<file path="src/rtl/tinker_fetch_pkg.sv">
// Shared types and constants for the tinker instruction fetch front-end.
package tinker_fetch_pkg;

    typedef enum logic [1:0] {
        S_RUN   = 2'd0,
        S_DRAIN = 2'd1,
        S_FAULT = 2'd2
    } fetch_state_t;

    localparam int          INSTR_BYTES      = 4;
    localparam logic [63:0] DEFAULT_RESET_PC = 64'h2000;

endpackage

</file>
<file path="src/rtl/tinker_fetch_fifo.sv">
// Prefetch FIFO of {instruction word, pc}; head and count come straight from registers.
module fetch_fifo #(
    parameter  int DEPTH = 4,
    localparam int PTR_W = $clog2(DEPTH),
    localparam int CNT_W = $clog2(DEPTH + 1)
) (
    input  logic             clk,
    input  logic             reset,
    input  logic             clear,
    input  logic             push,
    input  logic [31:0]      push_word,
    input  logic [63:0]      push_pc,
    input  logic             pop,
    output logic             head_valid,
    output logic [31:0]      head_word,
    output logic [63:0]      head_pc,
    output logic [CNT_W-1:0] count
);

    logic [31:0]      word_mem [DEPTH];
    logic [63:0]      pc_mem   [DEPTH];
    logic [PTR_W-1:0] rd_ptr;
    logic [PTR_W-1:0] wr_ptr;
    logic             do_push;
    logic             do_pop;

    // A full FIFO may still accept a push when the head leaves in the same cycle.
    assign do_pop  = pop && (count != '0);
    assign do_push = push && ((count != CNT_W'(DEPTH)) || do_pop);

    always_ff @(posedge clk) begin
        if (reset) begin
            rd_ptr <= '0;
            wr_ptr <= '0;
            count  <= '0;
            for (int i = 0; i < DEPTH; i++) begin
                word_mem[i] <= '0;
                pc_mem[i]   <= '0;
            end
        end else if (clear) begin
            rd_ptr <= '0;
            wr_ptr <= '0;
            count  <= '0;
        end else begin
            if (do_push) begin
                word_mem[wr_ptr] <= push_word;
                pc_mem[wr_ptr]   <= push_pc;
                wr_ptr           <= wr_ptr + PTR_W'(1);
            end
            if (do_pop) begin
                rd_ptr <= rd_ptr + PTR_W'(1);
            end
            count <= count + CNT_W'(do_push) - CNT_W'(do_pop);
        end
    end

    assign head_valid = (count != '0);
    assign head_word  = word_mem[rd_ptr];
    assign head_pc    = pc_mem[rd_ptr];

endmodule

</file>
<file path="src/rtl/tinker_fetch_unit.sv">
// Instruction fetch front-end: credit-limited memory reads into a prefetch FIFO.
// Optional TINKER_FETCH_ALIGN_CHECK_EN halts on a misaligned redirect and exposes fetch_fault.
module tinker_fetch_unit
    import tinker_fetch_pkg::*;
#(
    parameter logic [63:0] RESET_PC        = DEFAULT_RESET_PC,
    parameter int          FIFO_DEPTH      = 4,
    parameter int          MAX_OUTSTANDING = 2
) (
    input  logic        clk,
    input  logic        reset,
    input  logic        redirect_valid,
    input  logic [63:0] redirect_pc,
    output logic        mem_req_valid,
    input  logic        mem_req_ready,
    output logic [63:0] mem_req_addr,
    input  logic        mem_resp_valid,
    input  logic [31:0] mem_resp_data,
    output logic        inst_valid,
    input  logic        inst_ready,
    output logic [31:0] inst_word,
    output logic [63:0] inst_pc
`ifdef TINKER_FETCH_ALIGN_CHECK_EN
    ,
    output logic        fetch_fault
`endif
);

    localparam int CNT_W = $clog2(FIFO_DEPTH + 1);
    localparam int OUT_W = $clog2(MAX_OUTSTANDING + 1);

    fetch_state_t     state;
    fetch_state_t     state_next;
    logic [63:0]      fetch_pc;
    logic [63:0]      resp_pc;
    logic [63:0]      redirect_pc_aligned;
    logic [OUT_W-1:0] outstanding;
    logic [OUT_W-1:0] drop_cnt;
    logic [OUT_W-1:0] drop_cnt_next;
    logic [OUT_W-1:0] drop_on_redirect;
    logic [CNT_W-1:0] fifo_count;
    logic             credit_ok;
    logic             req_accept;
    logic             resp_ok;
    logic             redirect_hit;
    logic             fifo_push;
    logic             fifo_pop;

    // Credit uses only registered counts so inst_ready never reaches mem_req_valid.
    assign credit_ok = ((32'(fifo_count) + 32'(outstanding)) < 32'(FIFO_DEPTH))
                    && (32'(outstanding) < 32'(MAX_OUTSTANDING));

    assign mem_req_valid = !reset && (state == S_RUN) && credit_ok;
    assign mem_req_addr  = fetch_pc;
    assign req_accept    = mem_req_valid && mem_req_ready;

    assign resp_ok             = mem_resp_valid && (outstanding != '0);
    assign redirect_hit        = redirect_valid && (state != S_FAULT);
    assign redirect_pc_aligned = redirect_pc & ~64'h3;
    assign drop_on_redirect    = outstanding + OUT_W'(req_accept) - OUT_W'(resp_ok);

    assign fifo_push = resp_ok && (state == S_RUN) && !redirect_valid;
    assign fifo_pop  = inst_valid && inst_ready;

    always_comb begin
        state_next    = state;
        drop_cnt_next = drop_cnt;
        case (state)
            S_RUN, S_DRAIN: begin
                if (redirect_valid) begin
                    drop_cnt_next = drop_on_redirect;
                    state_next    = (drop_on_redirect != '0) ? S_DRAIN : S_RUN;
`ifdef TINKER_FETCH_ALIGN_CHECK_EN
                    if (redirect_pc[1:0] != 2'b00) begin
                        state_next    = S_FAULT;
                        drop_cnt_next = '0;
                    end
`endif
                end else if ((state == S_DRAIN) && resp_ok) begin
                    drop_cnt_next = drop_cnt - OUT_W'(1);
                    if (drop_cnt == OUT_W'(1)) begin
                        state_next = S_RUN;
                    end
                end
            end
`ifdef TINKER_FETCH_ALIGN_CHECK_EN
            S_FAULT: state_next = S_FAULT;
`endif
            default: state_next = S_RUN;
        endcase
    end

    // resp_pc tracks the address of the oldest live request, so no tag queue is needed.
    always_ff @(posedge clk) begin
        if (reset) begin
            state       <= S_RUN;
            fetch_pc    <= RESET_PC;
            resp_pc     <= RESET_PC;
            outstanding <= '0;
            drop_cnt    <= '0;
        end else begin
            state       <= state_next;
            drop_cnt    <= drop_cnt_next;
            outstanding <= outstanding + OUT_W'(req_accept) - OUT_W'(resp_ok);
            if (redirect_hit) begin
                fetch_pc <= redirect_pc_aligned;
                resp_pc  <= redirect_pc_aligned;
            end else begin
                if (req_accept) begin
                    fetch_pc <= fetch_pc + 64'(INSTR_BYTES);
                end
                if (fifo_push) begin
                    resp_pc <= resp_pc + 64'(INSTR_BYTES);
                end
            end
        end
    end

`ifdef TINKER_FETCH_ALIGN_CHECK_EN
    assign fetch_fault = (state == S_FAULT);
`endif

    fetch_fifo #(
        .DEPTH (FIFO_DEPTH)
    ) u_fifo (
        .clk        (clk),
        .reset      (reset),
        .clear      (redirect_hit),
        .push       (fifo_push),
        .push_word  (mem_resp_data),
        .push_pc    (resp_pc),
        .pop        (fifo_pop),
        .head_valid (inst_valid),
        .head_word  (inst_word),
        .head_pc    (inst_pc),
        .count      (fifo_count)
    );

endmodule

</file>
<file path="config.mk">
export PLATFORM = sky130hd
export DESIGN_NAME = tinker_fetch_unit
export DESIGN_NICKNAME = d
export VERILOG_FILES = /design/src/rtl/tinker_fetch_pkg.sv /design/src/rtl/tinker_fetch_fifo.sv /design/src/rtl/tinker_fetch_unit.sv
export SDC_FILE = /design/constraint.sdc
export NUM_CORES = 1
export LEC_CHECK = 0
export ABC_CLOCK_PERIOD_IN_PS = 5060
export CORE_ASPECT_RATIO = 2
export CORE_MARGIN = 3
export CORE_UTILIZATION = 46
export DETAILED_ROUTE_END_ITERATION = 8
export PLACE_DENSITY = 0.67
export SLEW_MARGIN = 10
export SYNTH_ARGS = -nofsm -noshare
export SYNTH_HDL_FRONTEND = slang
export SYNTH_SLANG_ARGS = --single-unit
</file>
<file path="constraint.sdc">
create_clock -name clk -period 5.06 [get_ports clk]
set_clock_uncertainty 0.15 [all_clocks]
set_input_delay 0.506 -clock clk [delete_from_list [all_inputs] [get_ports clk]]
set_output_delay 0.506 -clock clk [all_outputs]
set_load 0.02 [all_outputs]
</file>
Word-level counts from Yosys, hierarchy flattened
Memory sizes are Yosys's and may differ from the RTL's. A register that Yosys moved wholly into a read port is not among the register bits.
Index checks and enable logic that the tools add are counted.
{"block": "classes", "addsub": 10, "magnitude_cmp": 2, "n_eq_ne": 4, "muxes": 26, "bitwise_logic": 1, "n_reduce_logical": 30}
{"cell": "2-to-1 mux 64 bit", "count": 5}
{"cell": "adder 64 x 3 -> 64 bit, second input constant", "count": 2}
{"cell": "OR reduction 64 bit", "count": 1}
{"cell": "2-to-1 mux 32 bit", "count": 1}
{"cell": "OR reduction 32 bit", "count": 1}
{"cell": "2-to-1 mux 2 bit", "count": 11}
{"cell": "logical AND 1 bit", "count": 12}
{"cell": "nonzero test 2 bit", "count": 6}
{"cell": "2-to-1 mux 1 bit", "count": 9}
{"cell": "OR reduction 2 bit", "count": 3}
{"cell": "adder 2 x 1 -> 2 bit, second input constant", "count": 2}
{"cell": "adder 3 x 2 -> 4 bit", "count": 1}
{"cell": "equality test 2 x 1 -> 1 bit, second input constant", "count": 2}
{"cell": "< comparator 4 x 3 -> 1 bit, second input constant", "count": 1}
{"cell": "AND reduction 2 bit", "count": 2}
{"cell": "adder 3 x 1 -> 3 bit", "count": 1}
{"cell": "inequality test 3 bit, second input constant", "count": 1}
{"cell": "nonzero test 3 bit", "count": 1}
{"cell": "subtractor 3 x 1 -> 3 bit", "count": 1}
{"cell": "adder 2 x 1 -> 2 bit", "count": 1}
{"cell": "zero test 1 bit", "count": 2}
{"cell": "zero test 2 bit", "count": 1}
{"cell": "< comparator 2 bit, second input constant", "count": 1}
{"cell": "inequality test 2 bit, second input constant", "count": 1}
{"cell": "4 further kinds", "count": 4}
{"block": "totals", "regBits": 141, "ram_bits": 384, "input_bits": 102, "output_inout_bits": 162, "wordCells": 85, "n_memories": 2}
{"memory": "u_fifo.pc_mem", "depth": 4, "word_bits": 64, "read_ports": 1, "rd_clocked_by_memory_dff": 1, "write_ports": 4, "line": "tinker_fetch_fifo.sv:21", "rtl": "logic [63:0] pc_mem [DEPTH];"}
{"memory": "u_fifo.word_mem", "depth": 4, "word_bits": 32, "read_ports": 1, "rd_clocked_by_memory_dff": 1, "write_ports": 4, "line": "tinker_fetch_fifo.sv:20", "rtl": "logic [31:0] word_mem [DEPTH];"}

Longest topological paths before layout
{"block": "logic_depth", "word_depth": 11, "ltp_mapped": 11}

Modules after synthesis
From an unflattened synthesis, not the netlist that was laid out.
{"block": "unflattened", "cells_unflattened": 1860, "hier_area_um2": 24075.6}
{"module": "fetch_fifo", "instances": 1, "cells_per_inst": 979, "area_each_um2": 16920.0, "seq_area_each_um2": 11711.2}
{"module": "tinker_fetch_unit", "instances": 1, "cells_per_inst": 881, "area_each_um2": 7155.6, "seq_area_each_um2": 2582.5}

Worst setup path before layout
Ideal clock, no wire load.
{"block": "synth_timing", "path_kind": "input to register", "startpoint": "input redirect_valid", "endpoint": "memory u_fifo.pc_mem[1][10], enable pin", "setup_time_ns": 0.456, "arrival_ns": 3.511, "setup_slack_ns": 0.944, "path_stages": 4, "n_path_buf": 1, "path_cell_list": "clkbuf_1 > nor4_1 > nand2_1 > nand2_1"}
{"item": "start: declaration", "line": "tinker_fetch_unit.sv:12", "rtl": "input logic redirect_valid,"}
{"item": "end: declaration", "line": "tinker_fetch_fifo.sv:21"}

==> summary.txt <==
Timing
  – Final Cycle Share: between 70% and 80%
  – Max frequency: 272 MHz
  – RSZ-0062 raised after global routing: false
  – Slew @ Worst Pin: 1.04 ns
  – WHS: 0.224 ns
  – Tmin final: ~3.7 ns
  – Final setup fails: 0
  – Setup_tns: 0 ns
  – Final Hold Viols: 0
  – Final slew viol count: 0
  – Slew headroom: 30.4%

Yosys
  – Synth warnings: 0
  – Synth top cells by count: 376 x edfxtp_1, 230 x nor2_1, 163 x nand2_1
  – Post-synthesis area per instance: 12.0 sq um
  – Share of synthesized registers carrying an async set or reset: 0%
  – Post-synth top area share: 47.8%
  – Area leader, netlist: edfxtp_1
  – Sequential area share after synthesis: 59.5%
  – Post-synthesis cell type count: 63
  – Top post-synthesis cells by area: edfxtp_1 48%, dfxtp_1 12%, mux4_2 9.0%
  – Register bit total from synthesis: 514
  – Primary FF master, synth: edfxtp_1
  – Mapped Cells: slightly below 2000
  – Most numerous cell in the Yosys netlist: edfxtp_1
  – Post-synth EDFFs: ~380
  – Syn Std Cell Area: 23600 sq um

Route
  – DRT Wirelength: roughly 65000 microns
  – Drt pass-1 iters: 7
  – Wirelength per Cell: 22.8 microns
  – Via density: between 5 and 6
  – Vias: roughly 17000
  – Antenna Nets Post-Route: 0
  – Initial detailed-routing violation count: about 1400
  – DRC viols: 0

Clock tree
  – Reg clk slew, reported paths: approximately 0.070 ns
  – Root buf cell: clkbuf_16
  – H-Tree Depth: 2
  – CTS tree: built
  – CTS Buffer Depth: 3
  – Clk_lat worst skew: approximately 0.58 ns
  – Cts repair resizes: 0
  – CTS buffer count: 46
  – Post-CTS Setup Bufs: 0
  – Hold_buf cts: 0
  – Clock sinks: 514

Worst setup path
  – CP Launch Type: flop
  – Worst EP required: 4.40 ns
  – Worst setup EP type: output pin
  – CP max FO: 63
  – Worst EP arrival: 3.01 ns
  – Critical path type: reg -> out

Pwr
  – Clock power frac: 38.0%
  – Pwr dens: about 340 nW/um^2
  – Tot Pwr: 0.00975 W
  – Internal power: 0.00737 W
  – Cell leakage power: 10.0 nW
  – Sequential share of power: between 50% and 60%
  – Switching power total: 0.00238 W
  – VDD IR-drop max: 278 uV
  – Switching Fraction: 24.4%
  – Comb pwr share: between 10% and 20%

Floorplan
  – Die span in x: 166 microns
  – Die span in y: 326 microns
  – Die area: 54300 sq um
  – Core box area: slightly above 50000 sq um
  – Starting Density: between 40% and 50%
  – # IOs: ~260
  – FP Rows: 116

GRT
  – GRT Overall Usage: 23.5%
  – Remaining global-route overflow: 0
  – Largest net degree at the start of global routing: 88
  – Initial antenna violation count: 0
  – Wire length of the first global-routing pass: 98900 microns
  – Number of global-route vias before repair: ~17000

Finish
  – Layout cells sized above 1: 10.1%
  – Layout Nets: about 2300
  – Fill cells: 4143
  – Area Overhead vs Synth: 20.2%

Hold path
  – Worst Hold Class: in -> reg

Job
  – Number of max-cap violations: 0

Outcome
  – Outcome: completed

Placed design
  – Port bufs: between 200 and 300
  – Placer Congestion: 0.931
  – Post-DP HPWL: ~43000 microns
power groups by stage:
stage	registers, W	logic, W	clock network (W)
2_1_floorplan	0.00499	0.000599	0
3_3_place_gp	0.00500	0.00111	0
3_5_place_dp	0.00502	0.00112	0
4_1_cts	0.00493	0.00113	0.00376
5_1_grt	0.00496	0.00119	0.00390
6_report	0.00493	0.00111	0.00370
through the flow:
step	util (%)	instance area, sq um	setup slack (ns)	std cells
after CTS	56.4	28400	1.28	2860
final	56.4	28400	1.39	2861
after detailed placement	53.2	26800	0.896	2774
after floorplan	-	23600	0.944	1965
after global placement	53.2	26800	0.905	2774
after global routing	56.4	28400	1.22	2860
critical path: stages (launching register included):
cell             delay [ns]
dfxtp_4                1.02
buf_4                  0.45
mux4_2                 0.36
clkdlybuf4s50_1        0.57
cell families (layout without fill, tap and decap cells):
| kind of cell | count (synthesis) | in the layout | synth area share, % |
|---|---|---|---|
| AND/OR/NAND/NOR | 778 | 778 | 16.4 |
| flip-flops | 514 | 514 | 59.5 |
| AO/OA/AOI/OAI | 253 | 253 | 7.99 |
| buffers and inverters | 250 | 496 | 4.27 |
| multiplexers | 95 | 95 | 9.00 |
| XOR/XNOR | 62 | 62 | 2.30 |
| adder cells (fa/ha/maj) | 9 | 9 | 0.509 |
| other | 1 | 5 | 0.0159 |
cell type report:
type | count | area, sq um | share of cell area, %
Antenna cell | 1 | 2.50 | 0.00881
Sequential cell | 514 | 14100 | 49.5
Timing Repair Buffer | 285 | 2820 | 9.91
Clock buffer | 58 | 1300 | 4.58
Inverter | 125 | 472 | 1.66
Tap cell | 649 | 812 | 2.86
Multi-Input combinational cell | 1201 | 8630 | 30.4
Clock inverter | 28 | 299 | 1.05
sequential cells by signal, summed over array words and instances (netlist names), named ones only:
register and flops:
u_fifo.word_mem 128, state 1, u_fifo.rd_ptr 2, u_fifo.wr_ptr 2, resp_pc 62, mem_req_addr 62, u_fifo.count 3, u_fifo.pc_mem 248
outstanding 2, drop_cnt 2
routing by layer:
metal	global-route usage [%]	part of all wire (%)	vias up
met3	3.41	5.8	138
met2	42.4	52	648
li1	-	-	7635
met5	0	0	-
met1	28.0	38	8302
met4	9.89	4.4	0
path summary, 6_finish.rpt:
path,start,end,slack [ns],cells past startpoint
min,redirect_valid,drop_cnt[0]$_SDFFE_PP0P_,0.22,2
max,flop,inst_word[4],1.39,3
max reg2reg,u_fifo.wr_ptr[0]$_SDFFE_PP0N_,u_fifo.pc_mem[1][33]$_SDFFCE_PN0P_,1.53,6
min reg2reg,u_fifo.rd_ptr[1]$_SDFFE_PP0P_,flop,0.38,2
placed cells by master (no fill, tap or decap), types with 55 or more instances in the layout:
cell type,count
edfxtp_1,376
o21a_1,55
nor2_1,230
inv_1,123
o31a_1,55
mux4_2,94
nand2_1,160
and2_1,95
clkdlybuf4s50_1,256
dfxtp_1,136
No activity file was read; power rests on OpenSTA's default activity.
